`src/rtl/sdram_port_arbiter.sv`:
```
// Two-requester Avalon-MM arbiter for one SDRAM controller port: round-robin grant with bounded
// hold time, and an owner FIFO that routes pipelined read data back in issue order.
module sdram_port_arbiter #(
  parameter int unsigned ADDR_W      = 32,
  parameter int unsigned DATA_W      = 16,
  parameter int unsigned MAX_PENDING = 8,
  parameter int unsigned MAX_HOLD    = 16
) (
  input  logic                  clk,
  input  logic                  reset_n,
  // requester 0
  input  logic                  m0_read_n,
  input  logic                  m0_write_n,
  input  logic [ADDR_W-1:0]     m0_address,
  input  logic [DATA_W/8-1:0]   m0_byteenable,
  input  logic [DATA_W-1:0]     m0_writedata,
  output logic                  m0_waitrequest,
  output logic                  m0_readdatavalid,
  output logic [DATA_W-1:0]     m0_readdata,
  // requester 1
  input  logic                  m1_read_n,
  input  logic                  m1_write_n,
  input  logic [ADDR_W-1:0]     m1_address,
  input  logic [DATA_W/8-1:0]   m1_byteenable,
  input  logic [DATA_W-1:0]     m1_writedata,
  output logic                  m1_waitrequest,
  output logic                  m1_readdatavalid,
  output logic [DATA_W-1:0]     m1_readdata,
  // SDRAM controller slave
  output logic                  s_read_n,
  output logic                  s_write_n,
  output logic                  s_chipselect,
  output logic [ADDR_W-1:0]     s_address,
  output logic [DATA_W/8-1:0]   s_byteenable,
  output logic [DATA_W-1:0]     s_writedata,
  input  logic                  s_waitrequest,
  input  logic                  s_readdatavalid,
  input  logic [DATA_W-1:0]     s_readdata,
  // status
  output logic [1:0]            grant,
  output logic                  rd_err
);

  localparam int unsigned PTR_W  = $clog2(MAX_PENDING);
  localparam int unsigned CNT_W  = PTR_W + 1;
  localparam int unsigned HOLD_W = $clog2(MAX_HOLD + 1);

  localparam logic [HOLD_W-1:0] HoldMax  = HOLD_W'(MAX_HOLD);
  localparam logic [HOLD_W-1:0] HoldLast = HOLD_W'(MAX_HOLD - 1);
  localparam logic [CNT_W-1:0]  CntFull  = CNT_W'(MAX_PENDING);

  // State encoding doubles as the one-hot grant output.
  localparam logic [1:0] StIdle   = 2'b00;
  localparam logic [1:0] StGrant0 = 2'b01;
  localparam logic [1:0] StGrant1 = 2'b10;

  logic [1:0]             state_q, state_d;
  logic                   last_grant_q, last_grant_d;
  logic [HOLD_W-1:0]      hold_cnt_q, hold_cnt_d;
  logic [MAX_PENDING-1:0] mem_q, mem_d;
  logic [PTR_W-1:0]       wr_ptr_q, wr_ptr_d;
  logic [PTR_W-1:0]       rd_ptr_q, rd_ptr_d;
  logic [CNT_W-1:0]       cnt_q, cnt_d;
  logic                   rd_err_q, rd_err_d;

  logic req0, req1, rd0, rd1, wr0, wr1;
  logic own0, own1, acc0, acc1;
  logic fifo_full, fifo_empty, push, pop, head;
  logic own_req, own_acc, peer_req;
  logic [1:0] peer_st;

  // Both strobes low is illegal and decodes as a read.
  assign req0 = ~m0_read_n | ~m0_write_n;
  assign req1 = ~m1_read_n | ~m1_write_n;
  assign rd0  = ~m0_read_n;
  assign rd1  = ~m1_read_n;
  assign wr0  = m0_read_n & ~m0_write_n;
  assign wr1  = m1_read_n & ~m1_write_n;

  assign own0 = (state_q == StGrant0);
  assign own1 = (state_q == StGrant1);

  assign fifo_full  = (cnt_q == CntFull);
  assign fifo_empty = (cnt_q == '0);

  assign m0_waitrequest = own0 ? (s_waitrequest | (rd0 & fifo_full)) : 1'b1;
  assign m1_waitrequest = own1 ? (s_waitrequest | (rd1 & fifo_full)) : 1'b1;

  assign acc0 = own0 & req0 & ~m0_waitrequest;
  assign acc1 = own1 & req1 & ~m1_waitrequest;

  always_comb begin
    s_read_n     = 1'b1;
    s_write_n    = 1'b1;
    s_chipselect = 1'b0;
    s_address    = '0;
    s_byteenable = '1;
    s_writedata  = '0;
    unique case (state_q)
      StGrant0: begin
        s_read_n     = ~(rd0 & ~fifo_full);
        s_write_n    = ~wr0;
        s_chipselect = 1'b1;
        s_address    = m0_address;
        s_byteenable = m0_byteenable;
        s_writedata  = m0_writedata;
      end
      StGrant1: begin
        s_read_n     = ~(rd1 & ~fifo_full);
        s_write_n    = ~wr1;
        s_chipselect = 1'b1;
        s_address    = m1_address;
        s_byteenable = m1_byteenable;
        s_writedata  = m1_writedata;
      end
      default: ;
    endcase
  end

  always_comb begin
    own_req  = 1'b0;
    own_acc  = 1'b0;
    peer_req = 1'b0;
    peer_st  = StIdle;
    unique case (state_q)
      StGrant0: begin
        own_req  = req0;
        own_acc  = acc0;
        peer_req = req1;
        peer_st  = StGrant1;
      end
      StGrant1: begin
        own_req  = req1;
        own_acc  = acc1;
        peer_req = req0;
        peer_st  = StGrant0;
      end
      default: ;
    endcase
  end

  always_comb begin
    state_d      = state_q;
    last_grant_d = last_grant_q;
    hold_cnt_d   = hold_cnt_q;
    unique case (state_q)
      StIdle: begin
        if (req0 && (!req1 || last_grant_q)) begin
          state_d = StGrant0;
        end else if (req1) begin
          state_d = StGrant1;
        end
      end
      StGrant0, StGrant1: begin
        // Yield on release, or once the hold budget is spent and the peer is waiting.
        if (!own_req || (peer_req && own_acc && hold_cnt_q >= HoldLast)) begin
          state_d = peer_req ? peer_st : StIdle;
        end else if (own_acc && hold_cnt_q != HoldMax) begin
          hold_cnt_d = hold_cnt_q + HOLD_W'(1);
        end
      end
      default: state_d = StIdle;
    endcase
    if (state_d != state_q && state_d != StIdle) begin
      hold_cnt_d   = '0;
      last_grant_d = (state_d == StGrant1);
    end
  end

  assign push = (acc0 & rd0) | (acc1 & rd1);
  assign pop  = s_readdatavalid & ~fifo_empty;
  assign head = mem_q[rd_ptr_q];

  always_comb begin
    mem_d    = mem_q;
    wr_ptr_d = wr_ptr_q;
    rd_ptr_d = rd_ptr_q;
    cnt_d    = cnt_q;
    rd_err_d = rd_err_q | (s_readdatavalid & fifo_empty);
    if (push) begin
      mem_d[wr_ptr_q] = own1;
      wr_ptr_d        = wr_ptr_q + PTR_W'(1);
    end
    if (pop) begin
      rd_ptr_d = rd_ptr_q + PTR_W'(1);
    end
    if (push && !pop) begin
      cnt_d = cnt_q + CNT_W'(1);
    end else if (pop && !push) begin
      cnt_d = cnt_q - CNT_W'(1);
    end
  end

  assign m0_readdatavalid = pop & ~head;
  assign m1_readdatavalid = pop & head;
  assign m0_readdata      = s_readdata;
  assign m1_readdata      = s_readdata;
  assign grant            = state_q;
  assign rd_err           = rd_err_q;

  always_ff @(posedge clk) begin
    if (!reset_n) begin
      state_q      <= StIdle;
      last_grant_q <= 1'b1;
      hold_cnt_q   <= '0;
      mem_q        <= '0;
      wr_ptr_q     <= '0;
      rd_ptr_q     <= '0;
      cnt_q        <= '0;
      rd_err_q     <= 1'b0;
    end else begin
      state_q      <= state_d;
      last_grant_q <= last_grant_d;
      hold_cnt_q   <= hold_cnt_d;
      mem_q        <= mem_d;
      wr_ptr_q     <= wr_ptr_d;
      rd_ptr_q     <= rd_ptr_d;
      cnt_q        <= cnt_d;
      rd_err_q     <= rd_err_d;
    end
  end

endmodule

```
`config.mk`:
```
export PLATFORM = sky130hd
export DESIGN_NAME = sdram_port_arbiter
export DESIGN_NICKNAME = d
export VERILOG_FILES = /design/src/rtl/sdram_port_arbiter.sv
export SDC_FILE = /design/constraint.sdc
export NUM_CORES = 1
export LEC_CHECK = 0
export ABC_AREA = 1
export CELL_PAD_IN_SITES_DETAIL_PLACEMENT = 0
export CELL_PAD_IN_SITES_GLOBAL_PLACEMENT = 1
export CORE_MARGIN = 4
export CORE_UTILIZATION = 19
export DETAILED_ROUTE_END_ITERATION = 10
export PLACE_DENSITY = 0.88
export REMOVE_ABC_BUFFERS = 1
export SYNTH_ARGS = -nofsm -noshare
export SYNTH_HDL_FRONTEND = slang
export SYNTH_SLANG_ARGS = --single-unit
```
`constraint.sdc`:
```
create_clock -name clk -period 2.7 [get_ports clk]
set_clock_uncertainty 0.05 [all_clocks]
set_input_delay 0.54 -clock clk [delete_from_list [all_inputs] [get_ports clk]]
set_output_delay 0.54 -clock clk [all_outputs]
set_load 0.01 [all_outputs]
```
# Word-level counts from Yosys, hierarchy flattened
# Index checks and enable logic that the tools add are counted.
# W data, S select, Z words.
dict set report classes {
  n_addsub 5
  magnitude_cmp 4
  n_eq_ne 6
  mux 24
  bitwise_logic 37
  reduce_logical 21
}
# op n
set ops {}
lappend ops {{$pmux W32 S2} 1}
lappend ops {{$pmux W16 S2} 1}
lappend ops {{$and A1 B1 Y1} 16}
lappend ops {{$not A1 Y1} 15}
lappend ops {{$pmux W2 S2} 3}
lappend ops {{$pmux W1 S2} 5}
lappend ops {{$bwmux W8} 1}
lappend ops {{$logic_and A1 B1 Y1} 8}
lappend ops {{$lt A3 B4 Y1 const B} 2}
lappend ops {{$mux W2} 4}
lappend ops {{$mux W4} 2}
lappend ops {{$add A3 B1 Y3 const B} 2}
lappend ops {{$or A1 B1 Y1} 6}
lappend ops {{$add A5 B1 Y5 const B} 1}
lappend ops {{$ge A5 B4 Y1 const B} 1}
lappend ops {{$mux W1} 5}
lappend ops {{$ne A5 B5 Y1 const B} 1}
lappend ops {{$add A4 B1 Y4 const B} 1}
lappend ops {{$eq A2 B2 Y1 const B} 2}
lappend ops {{$eq A4 B4 Y1 const B} 1}
lappend ops {{$logic_not A1 Y1} 4}
lappend ops {{$logic_not A4 Y1} 1}
lappend ops {{$reduce_bool A2 Y1} 2}
lappend ops {{$reduce_or A2 Y1} 2}
lappend ops {{9 further kinds} 10}
dict set report totals {
  ff_bits 27
  out_inout_bits 92
}

# Logic depth before layout (Yosys ltp)
# Gate-level depths: netlist of run 1.
dict set report logic_depth {
  word_depth 15
  ltp_mapped 17
  depth_no_buf 17
}

# Least setup slack after synthesis of run 1
# No wires, ideal clock.
dict set report synth_timing {
  path_type {flip-flop to flip-flop}
  start {reg state_q[0] (netlist: grant[0])}
  end {reg cnt_q[3]}
  setup_ps 121
  arrival_time_ps 2529
  required_time_ps 2529
  slack_ps 0
  stages_incl_launch_ff 18
  synth_period_minus_slack_ps 2700
  cell_sequence {dfxtp_1 > inv_1 > ha_1 > buf_4 > inv_2 > nor2_4 > nand3_1 > nand2_1 > ha_1 > inv_1 > ha_1 > and3_1 > a211oi_1 > nor2_1 > nor2_1 > nand2_1 > o21ai_0 > a21oi_1}
}
dict set report synth_between {
  elab_chain_len 9
}
# element line_no
set synth_lines {}
lappend synth_lines {{start: declaration} 57} ;# logic [1:0] state_q, state_d;
lappend synth_lines {{start signal: assignment} 203} ;# state_q <= StIdle;
lappend synth_lines {{start signal: assignment} 212} ;# state_q <= state_d;
lappend synth_lines {{$eq A2 B2 Y1 *} 81} ;# assign own1 = (state_q == StGrant1);
lappend synth_lines {{named net own1} 67} ;# logic own0, own1, acc0, acc1;
lappend synth_lines {{$mux W1} 87} ;# assign m1_waitrequest = own1 ? (s_waitrequest | (rd1 & fifo_full)) : 1'b1;
lappend synth_lines {{$not A1 Y1} 90} ;# assign acc1 = own1 & req1 & ~m1_waitrequest;
lappend synth_lines {{$and A1 B1 Y1 *} 90}
lappend synth_lines {{$and A1 B1 Y1 *} 170} ;# assign push = (acc0 & rd0) | (acc1 & rd1);
lappend synth_lines {{$or A1 B1 Y1 *} 170}
lappend synth_lines {{named net push} 68} ;# logic fifo_full, fifo_empty, push, pop, head;
lappend synth_lines {{$logic_not A1 Y1} 189} ;# end else if (pop && !push) begin
lappend synth_lines {{$logic_and A1 B1 Y1} 189}
lappend synth_lines {{$reduce_bool A2 Y1 (no line)} --}
lappend synth_lines {{end signal: assignment} 218} ;# cnt_q <= cnt_d;
lappend synth_lines {{end: declaration} 63} ;# logic [CNT_W-1:0] cnt_q, cnt_d;
# Mark *: on every way through the listed nets, which the timed path passes. The rest lies on a longest branch.
# A chain may end at the register's enable or synchronous reset.

# Worst setup path in the final report of run 1
dict set report layout_timing {
  start {reg state_q[0] (netlist: grant[0])}
  end {out s_writedata[14]}
}
dict set report layout_between {
  elab_chain_len 2
}
# element line_no
set layout_lines {}
lappend layout_lines {{$eq A2 B2 Y1 or $eq A2 B1 Y1 (tied branches)} 99} ;# unique case (state_q)
lappend layout_lines {{$pmux W16 S2 *} 99}
lappend layout_lines {{end: declaration} 35} ;# output logic [DATA_W-1:0] s_writedata,
# Mark *: on every way between the ends. The rest lies on a longest branch, timed or not.

==> metrics.txt, run 1 <==
clock buffer count from CTS 3; maximum clock frequency 0.383 GHz; Final Hold Viols 0; worst vdd ir 0.413 mV; Core Rows 42; post-DR vias/cell 4.35; Slowest cell on crit path clkdlybuf4s50_1; share of layout cells above drive strength 1 11.4%; Layout area overhead 75.9%; total of max-cap violations 0; Cell variety after synth 35; Die Y 126 um; post-route antenna net violation count 0; synthesized area 2650 um2; yosys warns 0; flops & latches, synth 27; Final #Nets 701; die area 15900 um2; DIE WIDTH 126 um; Initial DRC Count 91; largest net degree at the start of global routing 54; slew at the pin with the worst max-slew slack 0.459 ns; Final setup viols 0; Post-synth EDFFs 0; unrepaired setup endpoints after global routing true; core area 13500 um2; critical path required time 2.11 ns; syn_area_per_cell 6.27 um2; antenna violations before repair 1; Final GP Congestion 0.774; clock sinks 27; Clock transition at path regs 0.07 ns; Ports 216; top_reg_cell synth dfxtp_1; worst rel slew slack 69.4%; post-place setup slack -0.216 ns; vias in the first global route 3075; total track usage 12.7%; Routed Wire Length 11200 um; Leak Pwr 2.42 nW; Crit Path Max Fanout 25; clk_lat worst skew 0.26 ns; DRC viols 0; post-DP HPWL 8650 um; hold crit path type flip-flop to flip-flop; antenna cells 0; CP Class flip-flop to output pin; sequential area share after synthesis 20.4%; DRT Pass-1 Iters 4; Worst setup SP type flip-flop; largest stage delay on the critical path 0.55 ns; Mapped Cells 422; via count 3217; Post-CTS Setup Inserts 0; first-pass GRT wire length 16700 um; TritonCTS clock tree done; remaining global-route overflow 0; Starting Density 19.7%; Async S/R FF share, synth 0%; IO buf count 167; clock tree buffer depth 2; period utilisation layout 96.6%; post-layout min period 2.61 ns; # H-tree levels 1; FILL cells 1444; Max Slew Vio Count 0; Root Buffer clkbuf_16; Pwr per Cell Area 595 nW/um2; final setup margin 0.0906 ns; critical-path cell list inv_1 > ha_1 > clkinv_2 > buf_8 > a21oi_1 > clkdlybuf4s50_1; outcome finished clean; WP data arrival 2.02 ns; Worst setup EP type output pin; total negative slack 0 ns; drt wl/cell 15.1 um
==> cell type report <==
cell class	count	area [um2]	share of cell area, %
clock buffer	3	75.1	1.61
clock inverter	1	8.76	0.188
inverter	34	129	2.77
multi-input combinational	309	1670	36.0
sequential	27	543	11.7
tap	176	220	4.73
timing repair buffer	189	2000	43.1
==> flip-flops by register name, indices dropped and copies added (netlist names) <==
signal	cells
rd_ptr_q	3
wr_ptr_q	3
rd_err	1
grant	2
last_grant_q	1
hold_cnt_q	5
mem_q	8
cnt_q	4
==> worst max-delay path: cells and delay by family, from the launching register on <==
family                   cells  cell delay, ns
AO/OA/AOI/OAI                1            0.12
flip-flops                   1            0.35
buffers and inverters        4            0.95
adder cells (fa/ha/maj)      1            0.33
==> cells by family (layout without fill, tap and decap cells) <==
logic type                 count (synthesis)  count (layout)  share of synthesized area (%)
adders and majority gates                 13              13                           6.43
buffers and inverters                     86             227                           17.1
AOI/OAI and AO/OA                         99              99                           21.1
DFF                                       27              27                           20.4
xor gates and xnor gates                   4               4                           1.32
muxes                                      1               1                          0.378
and+or+nand+nor                          192             192                           33.3
==> repair_timing <==
item	4_1_cts	5_1_grt
hold buffers	0	0
setup endpoints to repair	38	33
cloned	0	1
pin swaps	0	0
gates resized for setup	11	50
==> through the flow <==
| step | std cells | hold WS, ns | cell area, um2 | utilization (%) | total power [mW] |
|---|---|---|---|---|---|
| 3_3_place_gp | 734 | 0.393 | 4410 | 32.8 | 2.42 |
| 4_1_cts | 738 | 0.410 | 4500 | 33.4 | 2.80 |
| 6_report | 739 | 0.403 | 4650 | 34.6 | 2.77 |
| 3_5_place_dp | 734 | 0.396 | 4410 | 32.8 | 2.42 |
| 5_1_grt | 739 | 0.446 | 4650 | 34.6 | 3.02 |
| 2_1_floorplan | 370 | 0.403 | 2320 | - | 1.48 |
==> synthesized netlist by cell type (2+ instances only) <==
| cell | instances | share of area (%) |
|---|---|---|
| nand2_1 | 122 | 17 |
| a21oi_1 | 67 | 13 |
| buf_4 | 34 | 9.6 |
| inv_1 | 30 | 4.3 |
| dfxtp_1 | 27 | 20 |
| nor2_1 | 26 | 3.7 |
| clkbuf_1 | 15 | 2.1 |
| o21ai_0 | 15 | 2.8 |
| ha_1 | 12 | 5.7 |
| nand3_1 | 11 | 2.1 |
| a311oi_1 | 8 | 2.6 |
| nand2_2 | 7 | 1.7 |
| nor2_2 | 6 | 1.4 |
| nand3_2 | 5 | 1.9 |
| nor2_4 | 5 | 2.1 |
| inv_2 | 4 | 0.57 |
| xor2_1 | 4 | 1.3 |
| a221o_1 | 2 | 0.76 |
| buf_1 | 2 | 0.28 |
| nand4_1 | 2 | 0.47 |
| nor3_1 | 2 | 0.38 |
| o211ai_1 | 2 | 0.57 |
| o32ai_1 | 2 | 0.66 |
==> cells in the final DEF (no fill, tap or decap), drive strengths merged <==
cell type      Yosys  final
nand2            130    130
clkdlybuf4s50      0    115
a21oi             68     68
dlymetal6s2s       0     45
nor2              37     37
inv               34     34
dfxtp             27     27
buf               37     21
nand3             17     17
o21ai             15     15
ha                12     12
a311oi             8      8
dlygate4sd2        0      7
xor2               4      4
clkbuf            15      4
nand4              3      3
nor3               2      2
a221o              2      2
o32ai              2      2
o211ai             2      2
clkinv             0      1
and2               1      1
or3                1      1
and3               1      1
a211oi             1      1
o21a               1      1
mux2i              1      1
fa                 1      1
==> power breakdown <==
group	switching [mW]	internal, mW	leakage [nW]
registers	0.0783	0.471	0.221
logic	1.01	0.855	2.15
clock network	0.151	0.205	0.0415
total	1.24	1.53	2.42
==> layer usage <==
metal | wire (um) | up-vias | track usage [%]
li1 | - | 1633 | -
met1 | 5050 | 1434 | 17.4
met2 | 5000 | 142 | 20.3
met3 | 1070 | 6 | 4.45
met4 | 52 | 2 | 0.946
met5 | 13 | - | 0
==> worst paths after layout <==
check,from,end,slack [ns],cells past startpoint
worst max-delay path,grant[0]$_SDFF_PN0_,s_writedata[14],0.09,6
worst min-delay path,rd_err$_SDFF_PN0_,rd_err$_SDFF_PN0_,0.40,2
worst max register to register,grant[1]$_SDFF_PN0_,cnt_q[3]$_SDFFE_PN0P_,0.15,16
worst min register to register,rd_err$_SDFF_PN0_,rd_err$_SDFF_PN0_,0.40,2
Note: power is estimated with default switching activity, not from simulation.
==> run 2: changes to the inputs <==
- CAP_MARGIN: unset -> 20
- SETUP_SLACK_MARGIN: unset -> 0.15
==> metrics.txt, run 2 (synthesis gave the netlist of run 1 again) <==
WP data arrival 1.90 ns; first-pass GRT wire length 16900 um; post-DR vias/cell 4.35; Die Y 126 um; drt wl/cell 14.9 um; worst rel slew slack 69.3%; # H-tree levels 1; Initial DRC Count 95; DRC viols 0; Post-CTS Setup Inserts 0; Final #Nets 701; post-layout min period 2.49 ns; clock buffer count from CTS 3; period utilisation layout 92.3%; IO buf count 167; unrepaired setup endpoints after global routing true; remaining global-route overflow 0; clk_lat worst skew 0.26 ns; Post-Place Cells 734; outcome finished clean; largest net degree at the start of global routing 54; Pwr per Cell Area 608 nW/um2; largest reg by FF count mem_q; share of layout cells above drive strength 1 11.9%; post-route insts no fill 739; Ports 216; total of max-cap violations 0; antenna cells 0; largest registers mem_q: 8 flops, hold_cnt_q: 5 flops, cnt_q: 4 flops; antenna violations before repair 1; DRT Pass-1 Iters 4; vias in the first global route 3100; clock sinks 27; hold crit path type flip-flop to flip-flop; worst hold slack 0.403 ns; Max Slew Vio Count 0; clock tree buffer depth 2; Final Hold Viols 0; Leak Pwr 2.02 nW; Routed Wire Length 11000 um; via count 3217; Starting Density 19.7%; die area 15900 um2; TritonCTS clock tree done; Clock transition at path regs 0.07 ns; total track usage 12.9%; maximum clock frequency 0.401 GHz; Layout area overhead 71.7%; slew at the pin with the worst max-slew slack 0.459 ns; commonest non-fill, non-tap cell in the layout nand2_1; DIE WIDTH 126 um; most frequent cells in the layout nand2_1, clkdlybuf4s50_1, a21oi_1; Hold-fix buffers, CTS 0; worst vdd ir 0.417 mV; Final GP Congestion 0.774; max reg flops 8; core area 13500 um2; Final setup viols 0; Root Buffer clkbuf_16; critical path required time 2.11 ns; Worst setup EP type output pin; Crit Path Max Fanout 3; Worst setup SP type primary input; CP Class primary input to output pin; dpl cell area 4410 um2; post-DP HPWL 8650 um; post-route cell area 4540 um2; Core Rows 42; post-route antenna net violation count 0
run 2: cell types whose count changed in the layout (fill, tap and decap cells not counted), sizes merged:
cell	change
bufbuf	+1
clkdlybuf4s50	-5
clkinv	-1
dlygate4sd2	+36
dlymetal6s2s	-32
inv	+1
run 2: critical path, cell delays in order:
cell and delay [ns]:
clkdlybuf4s50_1 0.43, inv_1 0.09, buf_4 0.12, nand3_2 0.08
nand2_1 0.07, clkdlybuf4s50_1 0.57
run 2: per-layer routing:
| metal | global-route usage [%] | up-vias | routed length, um |
|---|---|---|---|
| li1 | - | 1634 | - |
| met1 | 17.6 | 1437 | 5040 |
| met2 | 20.7 | 140 | 4850 |
| met3 | 4.45 | 4 | 1070 |
| met4 | 0.946 | 2 | 32 |
| met5 | 0 | - | 13 |
run 2: where the power goes:
| group | total (mW) | internal [mW] | switching, mW |
|---|---|---|---|
| registers | 0.548 | 0.470 | 0.0781 |
| clock network | 0.357 | 0.205 | 0.151 |
| logic | 1.86 | 0.837 | 1.02 |
run 2: area by class of cell:
type / count / area [um2]
multi-input cells: 309 / 1680
flip-flops and latches: 27 / 543
repair buffers: 189 / 1880
well taps: 176 / 220
clock inverters: 1 / 8.76
fillers: 1459 / 8910
clock buffers: 3 / 75.1
inverters: 34 / 130
run 2: repair_timing:
action	CTS	global route
endpoints found under the setup margin	56	21
gates cloned	1	0
gates resized for setup	51	22
hold endpoints to repair	0	0
pin swaps	0	1
run 2: final timing paths:
check        slack [ns]               endpoint  cells past startpoint                start
max                0.21         m0_waitrequest                      6            m0_read_n
min                0.40      rd_err$_SDFF_PN0_                      2    rd_err$_SDFF_PN0_
max reg2reg        0.23  cnt_q[3]$_SDFFE_PN0P_                     16  grant[1]$_SDFF_PN0_
min reg2reg        0.40      rd_err$_SDFF_PN0_                      2    rd_err$_SDFF_PN0_
run 2: metrics by stage:
step / TNS [ns] / util, % / setup slack, ns / power, mW
3_5_place_dp: -0.268 / 32.8 / -0.216 / 2.42
2_1_floorplan: -3.33 / - / -0.938 / 1.48
5_1_grt: -0.0348 / 33.8 / -0.0348 / 3.00
4_1_cts: 0 / 33.4 / 0.0356 / 2.79
6_report: 0 / 33.8 / 0.207 / 2.76
3_3_place_gp: -0.215 / 32.8 / -0.155 / 2.42
